<file path="src/rtl/d_cache_nway_pkg.sv">
// Shared constants, state encoding and address-field width helpers for the
// n-way write-back data cache.
package d_cache_nway_pkg;

  localparam int unsigned WORD_W         = 32;
  localparam int unsigned LINE_W         = 128;
  localparam int unsigned WORDS_PER_LINE = 4;
  localparam int unsigned PADDR_W        = 30;
  localparam int unsigned LADDR_W        = 28;

  localparam logic [2:0] ST_IDLE       = 3'd0;
  localparam logic [2:0] ST_WRITE_BACK = 3'd1;
  localparam logic [2:0] ST_ALLOCATE   = 3'd2;
  localparam logic [2:0] ST_FLUSH_SCAN = 3'd3;
  localparam logic [2:0] ST_FLUSH_WB   = 3'd4;

  function automatic int unsigned idx_width(input int unsigned sets);
    return $clog2(sets);
  endfunction

  function automatic int unsigned tag_width(input int unsigned sets);
    return LADDR_W - $clog2(sets);
  endfunction

  // A direct-mapped cache still needs a 1-bit way/rank field to keep vectors legal.
  function automatic int unsigned way_width(input int unsigned ways);
    return (ways > 1) ? $clog2(ways) : 1;
  endfunction

endpackage

</file>
<file path="src/rtl/d_cache_lru.sv">
// Per-set LRU rank storage (0 = most recent), hit update and victim selection.
module d_cache_lru
  import d_cache_nway_pkg::*;
#(
  parameter int unsigned WAYS = 2,
  parameter int unsigned SETS = 4,
  localparam int unsigned IDX_W = idx_width(SETS),
  localparam int unsigned WAY_W = way_width(WAYS)
) (
  input  logic             clk,
  input  logic             rst_n,
  input  logic             touch,
  input  logic [IDX_W-1:0] touch_set,
  input  logic [WAY_W-1:0] touch_way,
  input  logic [IDX_W-1:0] look_set,
  input  logic [WAYS-1:0]  look_valid,
  output logic [WAY_W-1:0] victim
);

  logic [WAY_W-1:0] rank [SETS][WAYS];
  logic             found;

  always_ff @(posedge clk or negedge rst_n) begin
    if (!rst_n) begin
      for (int unsigned s = 0; s < SETS; s++)
        for (int unsigned w = 0; w < WAYS; w++)
          rank[s][w] <= WAY_W'(w);
    end else if (touch) begin
      for (int unsigned w = 0; w < WAYS; w++) begin
        if (WAY_W'(w) == touch_way)
          rank[touch_set][w] <= '0;
        else if (rank[touch_set][w] < rank[touch_set][touch_way])
          rank[touch_set][w] <= rank[touch_set][w] + 1'b1;
      end
    end
  end

  // Invalid ways win over the LRU choice, lowest index first.
  always_comb begin
    victim = '0;
    found  = 1'b0;
    for (int unsigned w = 0; w < WAYS; w++) begin
      if (!found && !look_valid[w]) begin
        victim = WAY_W'(w);
        found  = 1'b1;
      end
    end
    if (!found) begin
      for (int unsigned w = 0; w < WAYS; w++)
        if (rank[look_set][w] == WAY_W'(WAYS - 1))
          victim = WAY_W'(w);
    end
  end

endmodule

</file>
<file path="src/rtl/d_cache_nway.sv">
// N-way set-associative write-back, write-allocate data cache with LRU
// replacement and a full-cache flush sequencer.
module d_cache_nway
  import d_cache_nway_pkg::*;
#(
  parameter int unsigned WAYS = 2,
  parameter int unsigned SETS = 4
) (
  input  logic         clk,
  input  logic         proc_reset_n,
  input  logic         proc_read,
  input  logic         proc_write,
  input  logic [29:0]  proc_addr,
  input  logic [31:0]  proc_wdata,
  output logic [31:0]  proc_rdata,
  output logic         proc_stall,
  input  logic         proc_flush,
  output logic         proc_flush_done,
  output logic         mem_read,
  output logic         mem_write,
  output logic [27:0]  mem_addr,
  output logic [127:0] mem_wdata,
  input  logic [127:0] mem_rdata,
  input  logic         mem_ready
);

  localparam int unsigned IDX_W = idx_width(SETS);
  localparam int unsigned TAG_W = tag_width(SETS);
  localparam int unsigned WAY_W = way_width(WAYS);

  logic [2:0]        state;
  logic [WAY_W-1:0]  vic_way, fl_way, hit_way, lru_victim, wb_way;
  logic [IDX_W-1:0]  fl_set, idx, wb_set;
  logic [TAG_W-1:0]  req_tag;
  logic [1:0]        wsel;
  logic              req, hit, fl_last, fl_dirty, fl_step, done_q;
  logic [LINE_W-1:0] hit_line;

  logic [WAYS-1:0]   valid    [SETS];
  logic [WAYS-1:0]   dirty    [SETS];
  logic [TAG_W-1:0]  tag_mem  [SETS][WAYS];
  logic [LINE_W-1:0] data_mem [SETS][WAYS];

  assign req     = proc_read | proc_write;
  assign idx     = proc_addr[IDX_W+1:2];
  assign req_tag = proc_addr[29:IDX_W+2];
  assign wsel    = proc_addr[1:0];

  always_comb begin
    hit     = 1'b0;
    hit_way = '0;
    for (int unsigned w = 0; w < WAYS; w++) begin
      if (valid[idx][w] && tag_mem[idx][w] == req_tag) begin
        hit     = 1'b1;
        hit_way = WAY_W'(w);
      end
    end
  end

  assign hit_line        = data_mem[idx][hit_way];
  assign proc_rdata      = (state == ST_IDLE && hit) ? hit_line[{wsel, 5'b0} +: WORD_W] : '0;
  assign proc_stall      = proc_reset_n && ((state != ST_IDLE) || (req && !hit));
  assign proc_flush_done = done_q;

  assign fl_last  = (fl_way == WAY_W'(WAYS - 1)) && (fl_set == IDX_W'(SETS - 1));
  assign fl_dirty = valid[fl_set][fl_way] && dirty[fl_set][fl_way];
  assign fl_step  = (state == ST_FLUSH_SCAN && !fl_dirty) || (state == ST_FLUSH_WB && mem_ready);
  assign wb_set   = (state == ST_FLUSH_WB) ? fl_set : idx;
  assign wb_way   = (state == ST_FLUSH_WB) ? fl_way : vic_way;

  always_comb begin
    mem_read  = 1'b0;
    mem_write = 1'b0;
    mem_addr  = '0;
    mem_wdata = '0;
    case (state)
      ST_WRITE_BACK, ST_FLUSH_WB: begin
        mem_write = 1'b1;
        mem_addr  = {tag_mem[wb_set][wb_way], wb_set};
        mem_wdata = data_mem[wb_set][wb_way];
      end
      ST_ALLOCATE: begin
        mem_read = 1'b1;
        mem_addr = {req_tag, idx};
      end
      default: ;
    endcase
  end

  d_cache_lru #(.WAYS(WAYS), .SETS(SETS)) u_lru (
    .clk        (clk),
    .rst_n      (proc_reset_n),
    .touch      (state == ST_IDLE && req && hit),
    .touch_set  (idx),
    .touch_way  (hit_way),
    .look_set   (idx),
    .look_valid (valid[idx]),
    .victim     (lru_victim)
  );

  always_ff @(posedge clk or negedge proc_reset_n) begin
    if (!proc_reset_n) begin
      state   <= ST_IDLE;
      vic_way <= '0;
      fl_set  <= '0;
      fl_way  <= '0;
      done_q  <= 1'b0;
      for (int unsigned s = 0; s < SETS; s++) begin
        valid[s] <= '0;
        dirty[s] <= '0;
      end
    end else begin
      done_q <= 1'b0;
      case (state)
        ST_IDLE: begin
          if (req) begin
            if (hit) begin
              if (proc_write) dirty[idx][hit_way] <= 1'b1;
            end else begin
              vic_way <= lru_victim;
              state   <= (valid[idx][lru_victim] && dirty[idx][lru_victim]) ? ST_WRITE_BACK
                                                                              : ST_ALLOCATE;
            end
          end else if (proc_flush) begin
            state  <= ST_FLUSH_SCAN;
            fl_set <= '0;
            fl_way <= '0;
          end
        end
        ST_WRITE_BACK: begin
          if (mem_ready) begin
            dirty[idx][vic_way] <= 1'b0;
            state               <= ST_ALLOCATE;
          end
        end
        ST_ALLOCATE: begin
          if (mem_ready) begin
            valid[idx][vic_way] <= 1'b1;
            dirty[idx][vic_way] <= 1'b0;
            state               <= ST_IDLE;
          end
        end
        ST_FLUSH_SCAN: if (fl_dirty) state <= ST_FLUSH_WB;
        ST_FLUSH_WB:   if (mem_ready) dirty[fl_set][fl_way] <= 1'b0;
        default:       state <= ST_IDLE;
      endcase
      // Pointer advance shared by a clean scan slot and a finished flush write-back.
      if (fl_step) begin
        if (fl_last) begin
          state  <= ST_IDLE;
          done_q <= 1'b1;
        end else if (fl_way == WAY_W'(WAYS - 1)) begin
          fl_way <= '0;
          fl_set <= fl_set + 1'b1;
          state  <= ST_FLUSH_SCAN;
        end else begin
          fl_way <= fl_way + 1'b1;
          state  <= ST_FLUSH_SCAN;
        end
      end
    end
  end

  // Data and tag arrays carry no reset; valid bits gate every use.
  always_ff @(posedge clk) begin
    if (state == ST_IDLE && proc_write && hit)
      data_mem[idx][hit_way][{wsel, 5'b0} +: WORD_W] <= proc_wdata;
    if (state == ST_ALLOCATE && mem_ready) begin
      data_mem[idx][vic_way] <= mem_rdata;
      tag_mem[idx][vic_way]  <= req_tag;
    end
  end

endmodule

</file>
<file path="config.mk">
export PLATFORM = sky130hd
export DESIGN_NAME = d_cache_nway
export DESIGN_NICKNAME = d
export VERILOG_FILES = /design/src/rtl/d_cache_nway_pkg.sv /design/src/rtl/d_cache_lru.sv /design/src/rtl/d_cache_nway.sv
export SDC_FILE = /design/constraint.sdc
export NUM_CORES = 2
export LEC_CHECK = 0
export BUFFER_PORTS_ARGS = -buffer_cell sky130_fd_sc_hd__clkbuf_2
export CORE_ASPECT_RATIO = 2
export CORE_UTILIZATION = 50
export DETAILED_ROUTE_END_ITERATION = 12
export PLACE_DENSITY = 0.68
export SLEW_MARGIN = 15
export SYNTH_ARGS = -nofsm -noshare
export SYNTH_HDL_FRONTEND = slang
export SYNTH_HIERARCHICAL = 1
export SYNTH_SLANG_ARGS = --single-unit
</file>
<file path="constraint.sdc">
create_clock -name clk -period 6.85 [get_ports clk]
set_input_delay 0.3425 -clock clk [delete_from_list [all_inputs] [get_ports clk]]
set_output_delay 0.3425 -clock clk [all_outputs]
set_load 0.05 [all_outputs]
</file>
Word-level counts from Yosys, hierarchy flattened --
Memories as Yosys holds them, arrays and structs flattened. Index checks and enable logic that the tools add are counted.
Storage, ports and cells: bits in writable memories 1232, output and inout bits 192, input port bits 196, memories kept 2, register bits after elaboration 32
Operators by class: magnitude comparators 18, add/subtract/negate cells 5, equal/unequal tests 18, bitwise logic cells 273, reduce and logical (&&, ||, !) cells 37, shifts and indexed selects 3, muxes and demuxes 371
Memory list:
- data_mem | words 4, bits a word 256, rd ports 2, clocked after memory_dff 0, wr ports 1, RTL line d_cache_nway.sv:42 | logic [LINE_W-1:0] data_mem [SETS][WAYS];
- tag_mem | words 4, bits a word 52, rd ports 2, clocked after memory_dff 0, wr ports 1, RTL line d_cache_nway.sv:41 | logic [TAG_W-1:0] tag_mem [SETS][WAYS];
Operators by type and width (count):
- 128-bit 2-to-1 mux | 9
- 256-bit 2-to-1 mux | 2
- 1-bit 2-to-1 mux | 293
- 1-bit bitwise OR | 257
- 128-bit demux with 1-bit select | 2
- 32-bit by 9-bit variable shift with 128-bit output (first input constant) | 1
- 128-bit by 8-bit variable part select with 32-bit output | 1
- 32-bit by 9-bit variable part select with 128-bit output | 1
- 26-bit 2-to-1 mux | 4
- 8-bit 2-to-1 mux | 10
- 28-bit case mux with 2 select lines | 1
- 26-bit equality test | 2
- 52-bit 2-to-1 mux | 1
- 2-bit 2-to-1 mux | 23
- 8-bit AND | 4
- 32-bit 2-to-1 mux | 1
- 8-bit NOT | 4
- 26-bit demux with 1-bit select | 1
- 8-bit case mux with 3 select lines | 1
- 1-bit logical AND | 23
- 3-bit 2-to-1 mux | 7
- 2-bit binary-select mux with 2-bit select | 5
- 2-bit demux with 2-bit select | 5
- 8-bit bitwise mux | 2
- 32 further kinds | 65

Longest topological paths before layout --
depth after elaboration 18, mapped depth 16, mapped depth without buffers 10

Modules after synthesis --
The synthesis kept the hierarchy.
Modules (own cells, without submodules):
- d_cache_nway | seq. area each 37596.1 um^2, cells each 3871, times used 1, area an instance 62054.5 um^2
- d_cache_lru | seq. area each 205.2 um^2, cells each 42, times used 1, area an instance 488.0 um^2

Worst setup path after synthesis --
OpenSTA, ideal clock, no wires.
path kind input -> output, start point input port proc_addr[2], end point output port proc_rdata[20], path slack 2.021 ns, arrival 4.487 ns, path buffers 7, stages on the path 15, cell sequence buf_6 > buf_12 > buf_12 > buf_12 > mux2i_1 > a222oi_1 > nand3_1 > a222oi_1 > nand4_1 > buf_4 > buf_6 > buf_6 > mux2i_1 > mux2_2 > a2111oi_1
On the way: cells in the longest elaborated chain, start to end 12, elaborated cells on any way between the ends 20, those cells by class eq/ne: 2; shift: 1; mux: 10; bitwise: 2; reduce/logical: 3; memory: 2
Ends and longest elaborated chain:
- start: declaration | RTL line d_cache_nway.sv:13 | input logic [29:0] proc_addr,
- parallel branches: the longest is 11 deep, another holds memory 4 x 52 bit
- 32-bit 2-to-1 mux (*) | RTL line d_cache_nway.sv:61 | assign proc_rdata = (state == ST_IDLE && hit) ? hit_line[{wsel, 5'b0} +: WORD_W] : '0;
- end: declaration | RTL line d_cache_nway.sv:15 | output logic [31:0] proc_rdata,
Mark *: on every way between the ends. The select of a mux whose other input is x is not followed.

==> summary.txt <==
Worst setup path
  • Worst Setup Start Kind: flip-flop
  • Crit Path Class: reg -> out
  • Crit end category: output port
  • Biggest cell delay along the critical path: 860 ps
  • Worst path cell trace: mux4_2, xnor2_1, nand4_1, a2111oi_2, nand4_1, buf_12, buf_12, mux2i_1, mux2_2, a2111oi_1, clkbuf_2
  • R2R setup slack: 1880 ps
  • WP buf/inv: 3
  • CP required: 6510 ps
  • Worst EP arrival: 5540 ps
  • Worst reg2reg endpoint: data_mem[1][90]$_DFFE_PP_
  • CP Depth: 11
  • Critical path's top delay family: compound AO/OA/AOI/OAI gates
  • Critical path's slowest cell: a2111oi_1
  • Worst r2r path cells: 10
  • Max FO, Critical Path: 45
  • R2R Path Start: tag_mem[3][4]$_DFFE_PP_

Logic synthesis
  • Post-synthesis sequential area ratio: 0.604
  • Post-Syn Area: 62500 um^2
  • Yosys reg bits: 1264
  • Largest family of logic cells by synthesized area: multiplexers
  • Synth Area in XOR/XNOR: 0.00672
  • Adder-cell share of the synthesized area: 0.00180
  • Yosys warns: 6
  • Distinct cells, synth: 64
  • Async SR Flop Fraction: 0.0253
  • Post-Syn Instances: 3913
  • Simple-gate share of the synthesized area: 0.0594
  • Synthesized net count: 4118
  • Compound-gate portion of the synthesized area: 0.0564
  • Number of flops mapped to enable cells by yosys: 1232
  • Avg Synthesized Cell Area: 16.0 um^2
  • Mux cell area share after synthesis: 0.247
  • Main synth FF type: edfxtp_1

Hold path
  • Hold Path Depth: 1
  • Min-delay worst type: in -> reg
  • Hold_sp: proc_addr[20]
  • Hold EP: tag_mem[0][16]$_DFFE_PP_

Die
  • Initial Util: 0.504
  • Cell Rows: 183
  • Core ar.: 124000 um^2
  • Die area: 127000 um^2
  • Die W: 252 um
  • DIE HEIGHT: 502 um
  • Ports: 388

Drt
  • WL/cell: 35.1 um
  • WL met2: 102 mm
  • TritonRoute pass-1 iters: 8
  • Via count: 40800
  • DRC viols: 0
  • Post-Route WL: 214 mm
  • DR iter-0 viols: 5129
  • Routed length on met1: 67.9 mm
  • Routed wl met3: 20.9 mm
  • Highest signal layer in the routed design: met5
  • Via/cell ratio: 6.69
  • Detail Route Antenna Nets: 0

Placed design
  • DP Wirelength: 143 mm
  • Port bufs: 387
  • Worst slack at placement: 1390 ps
  • GP Congestion: 0.952

Power and ir drop
  • Switch Pwr: 6.60 mW
  • Net Sw Frac: 0.322
  • Reg power frac: 0.457
  • VDD IR-drop max: 0.272 mV
  • Comb power frac: 0.229
  • PwrDens: 288 nW/um^2
  • Internal: 13.9 mW
  • Clk network pwr share: 0.314
  • Leak Pwr: 23.9 nW

CTS
  • Clock sinks: 1264
  • H-tree Lvls: 3
  • Clk slew on worst S/H paths: 70 ps
  • Clk_lat worst skew: 790 ps
  • Root Buffer: clkbuf_16
  • Cts repair resizes: 0
  • CTS buffer count: 108
  • Clock Tree Buf Depth: 3
  • TritonCTS clock tree: yes

Cells and area
  • Most common cell after layout, fill and taps aside: edfxtp_1
  • Fillcell total: 9678
  • Area Overhead vs Synth: 13.9%
  • Multi-input gate area: 23600 um^2
  • Register Area: 37800 um^2
  • Layout cells sized above 1: 0.320
  • Most frequent cells in the layout: 1232 x edfxtp_1, 691 x nand2_1, 603 x mux4_2
  • Nets@finish: 4497

Global route
  • Total gr overflow: 0
  • Vias in the first global route: 40500
  • Largest net degree at the start of global routing: 206
  • Global Route Usage Sum: 0.342
  • Initial antenna violation count: 35
  • First-pass GRT wire length: 300 mm

Timing
  • Tcrit/Tclk final: 0.859
  • Max Slew Vio Count: 0
  • Final setup violation count: 0
  • Setup TNS: 0 ps
  • Final setup margin: 968 ps
  • Max-slew headroom: 0.140
  • Least-Margin Pin Slew: 1290 ps
  • Min Tclk post-route: 5880 ps
  • Fin. Hold Viols: 0
  • Clock Skew: 76.5 ps
  • RSZ-0062 raised after global routing: false
  • Fmax: 170 MHz

Flow run
  • Max cap viols: 0

Outcome
  • Outcome: finished, final reports clean
==> logic make-up after synthesis <==
group / after synthesis
xor gates and xnor gates: 48
muxes: 774
and+or+nand+nor: 883
AOI/OAI and AO/OA: 596
buffers and inverters: 339
DFF: 1264
adders and majority gates: 9
==> final cells by class <==
class / count / area share
sequential: 1264 / 0.530
tap: 1665 / 0.0292
inverter: 23 / 0.00121
clock inverter: 70 / 0.0124
antenna: 50 / 0.00176
timing repair buffer: 585 / 0.0541
multi-input combinational: 2310 / 0.331
clock buffer: 133 / 0.0399
==> per-stage QoR <==
| step | instances | utilization | instance area (um^2) | hold slack (ps) | total power, mW |
|---|---|---|---|---|---|
| final | 6100 | 0.574 | 71300 | 31.7 | 20.5 |
| after global routing | 6080 | 0.574 | 71200 | 15.8 | 21.1 |
| after CTS | 6050 | 0.573 | 71100 | 0.544 | 20.5 |
| after detailed placement | 5753 | 0.536 | 66500 | 487 | 14.1 |
| after global placement | 5753 | 0.536 | 66500 | 488 | 14.1 |
| after floorplan | 3913 | - | 62500 | 46.9 | 12.3 |
==> what timing repair did <==
item | 4_1_cts | 5_1_grt
hold buffers | 94 | 0
setup buffers | 0 | 0
endpoints found under the hold margin | 538 | 0
==> cell usage after synthesis, types with 3 or more instances <==
cell / instances / area share
edfxtp_1: 1232 / 0.59
nand2_1: 691 / 0.041
mux4_2: 603 / 0.22
o21ai_0: 291 / 0.023
clkbuf_1: 201 / 0.012
a21oi_1: 158 / 0.013
mux2i_1: 128 / 0.020
a211oi_1: 64 / 0.0077
nor2b_1: 56 / 0.0056
nor2_1: 52 / 0.0031
buf_2: 49 / 0.0039
buf_1: 40 / 0.0024
mux2_2: 37 / 0.0067
xnor2_1: 36 / 0.0050
dfrtp_1: 28 / 0.011
inv_1: 23 / 0.0014
a2111oi_1: 19 / 0.0030
buf_6: 17 / 0.0031
a2111oi_2: 14 / 0.0034
nand3_1: 14 / 0.0011
xor2_1: 12 / 0.0017
nor2b_2: 11 / 0.0015
nand4_1: 10 / 0.0010
or2_2: 10 / 0.0010
ha_1: 9 / 0.0018
nand3b_1: 8 / 0.00096
o22ai_1: 7 / 0.00070
mux4_1: 6 / 0.0025
nor3_1: 6 / 0.00048
nor3b_1: 6 / 0.00072
o31ai_1: 6 / 0.00072
buf_4: 5 / 0.00060
a22oi_1: 4 / 0.00048
dfstp_2: 4 / 0.0017
o31a_1: 4 / 0.00056
a21boi_0: 3 / 0.00036
a222oi_1: 3 / 0.00048
a2bb2oi_1: 3 / 0.00042
and3_1: 3 / 0.00030
buf_12: 3 / 0.00096
nor4_1: 3 / 0.00030
o2111ai_1: 3 / 0.00042
o211ai_1: 3 / 0.00036
==> worst register-to-register path: cells and delay by family (launching register included) <==
family                 cells  cell delay, ps
multiplexers               1             510
AND/OR/NAND/NOR            4            1660
AO/OA/AOI/OAI              2            1120
XOR/XNOR                   1             170
buffers and inverters      2             770
flip-flops                 1             400
==> registers in the layout, indices dropped and copies added, names as in the netlist <==
name / count
fl_way: 1
data_mem: 1024
dirty: 8
fl_set: 2
valid: 8
u_lru/rank: 8
vic_way: 1
tag_mem: 208
proc_flush_done: 1
state: 3
==> power groups by stage <==
stage	sequential, mW	combinational [mW]	clock (mW)
global placement	9.52	4.56	0
detailed placement	9.54	4.60	0
finish	9.39	4.70	6.44
floorplan	9.44	2.90	0
CTS	9.38	4.66	6.47
global route	9.42	4.88	6.75
==> worst max-delay path by stage <==
stage,start,end
after floorplan,proc_addr[2],proc_rdata[20]
after global placement,proc_addr[2],proc_rdata[7]
after detailed placement,proc_addr[2],proc_rdata[18]
after CTS,tag_mem[3][4]$_DFFE_PP_,proc_rdata[18]
after global routing,tag_mem[1][16]$_DFFE_PP_,proc_rdata[18]
final,tag_mem[3][4]$_DFFE_PP_,proc_rdata[31]
==> per-layer routing <==
layer | GRT usage | vias up
li1 | - | 16500
met1 | 0.387 | 21000
met2 | 0.539 | 2717
met3 | 0.0708 | 541
met4 | 0.323 | 34
met5 | 0 | -
Note: power is estimated with default switching activity, not from simulation.
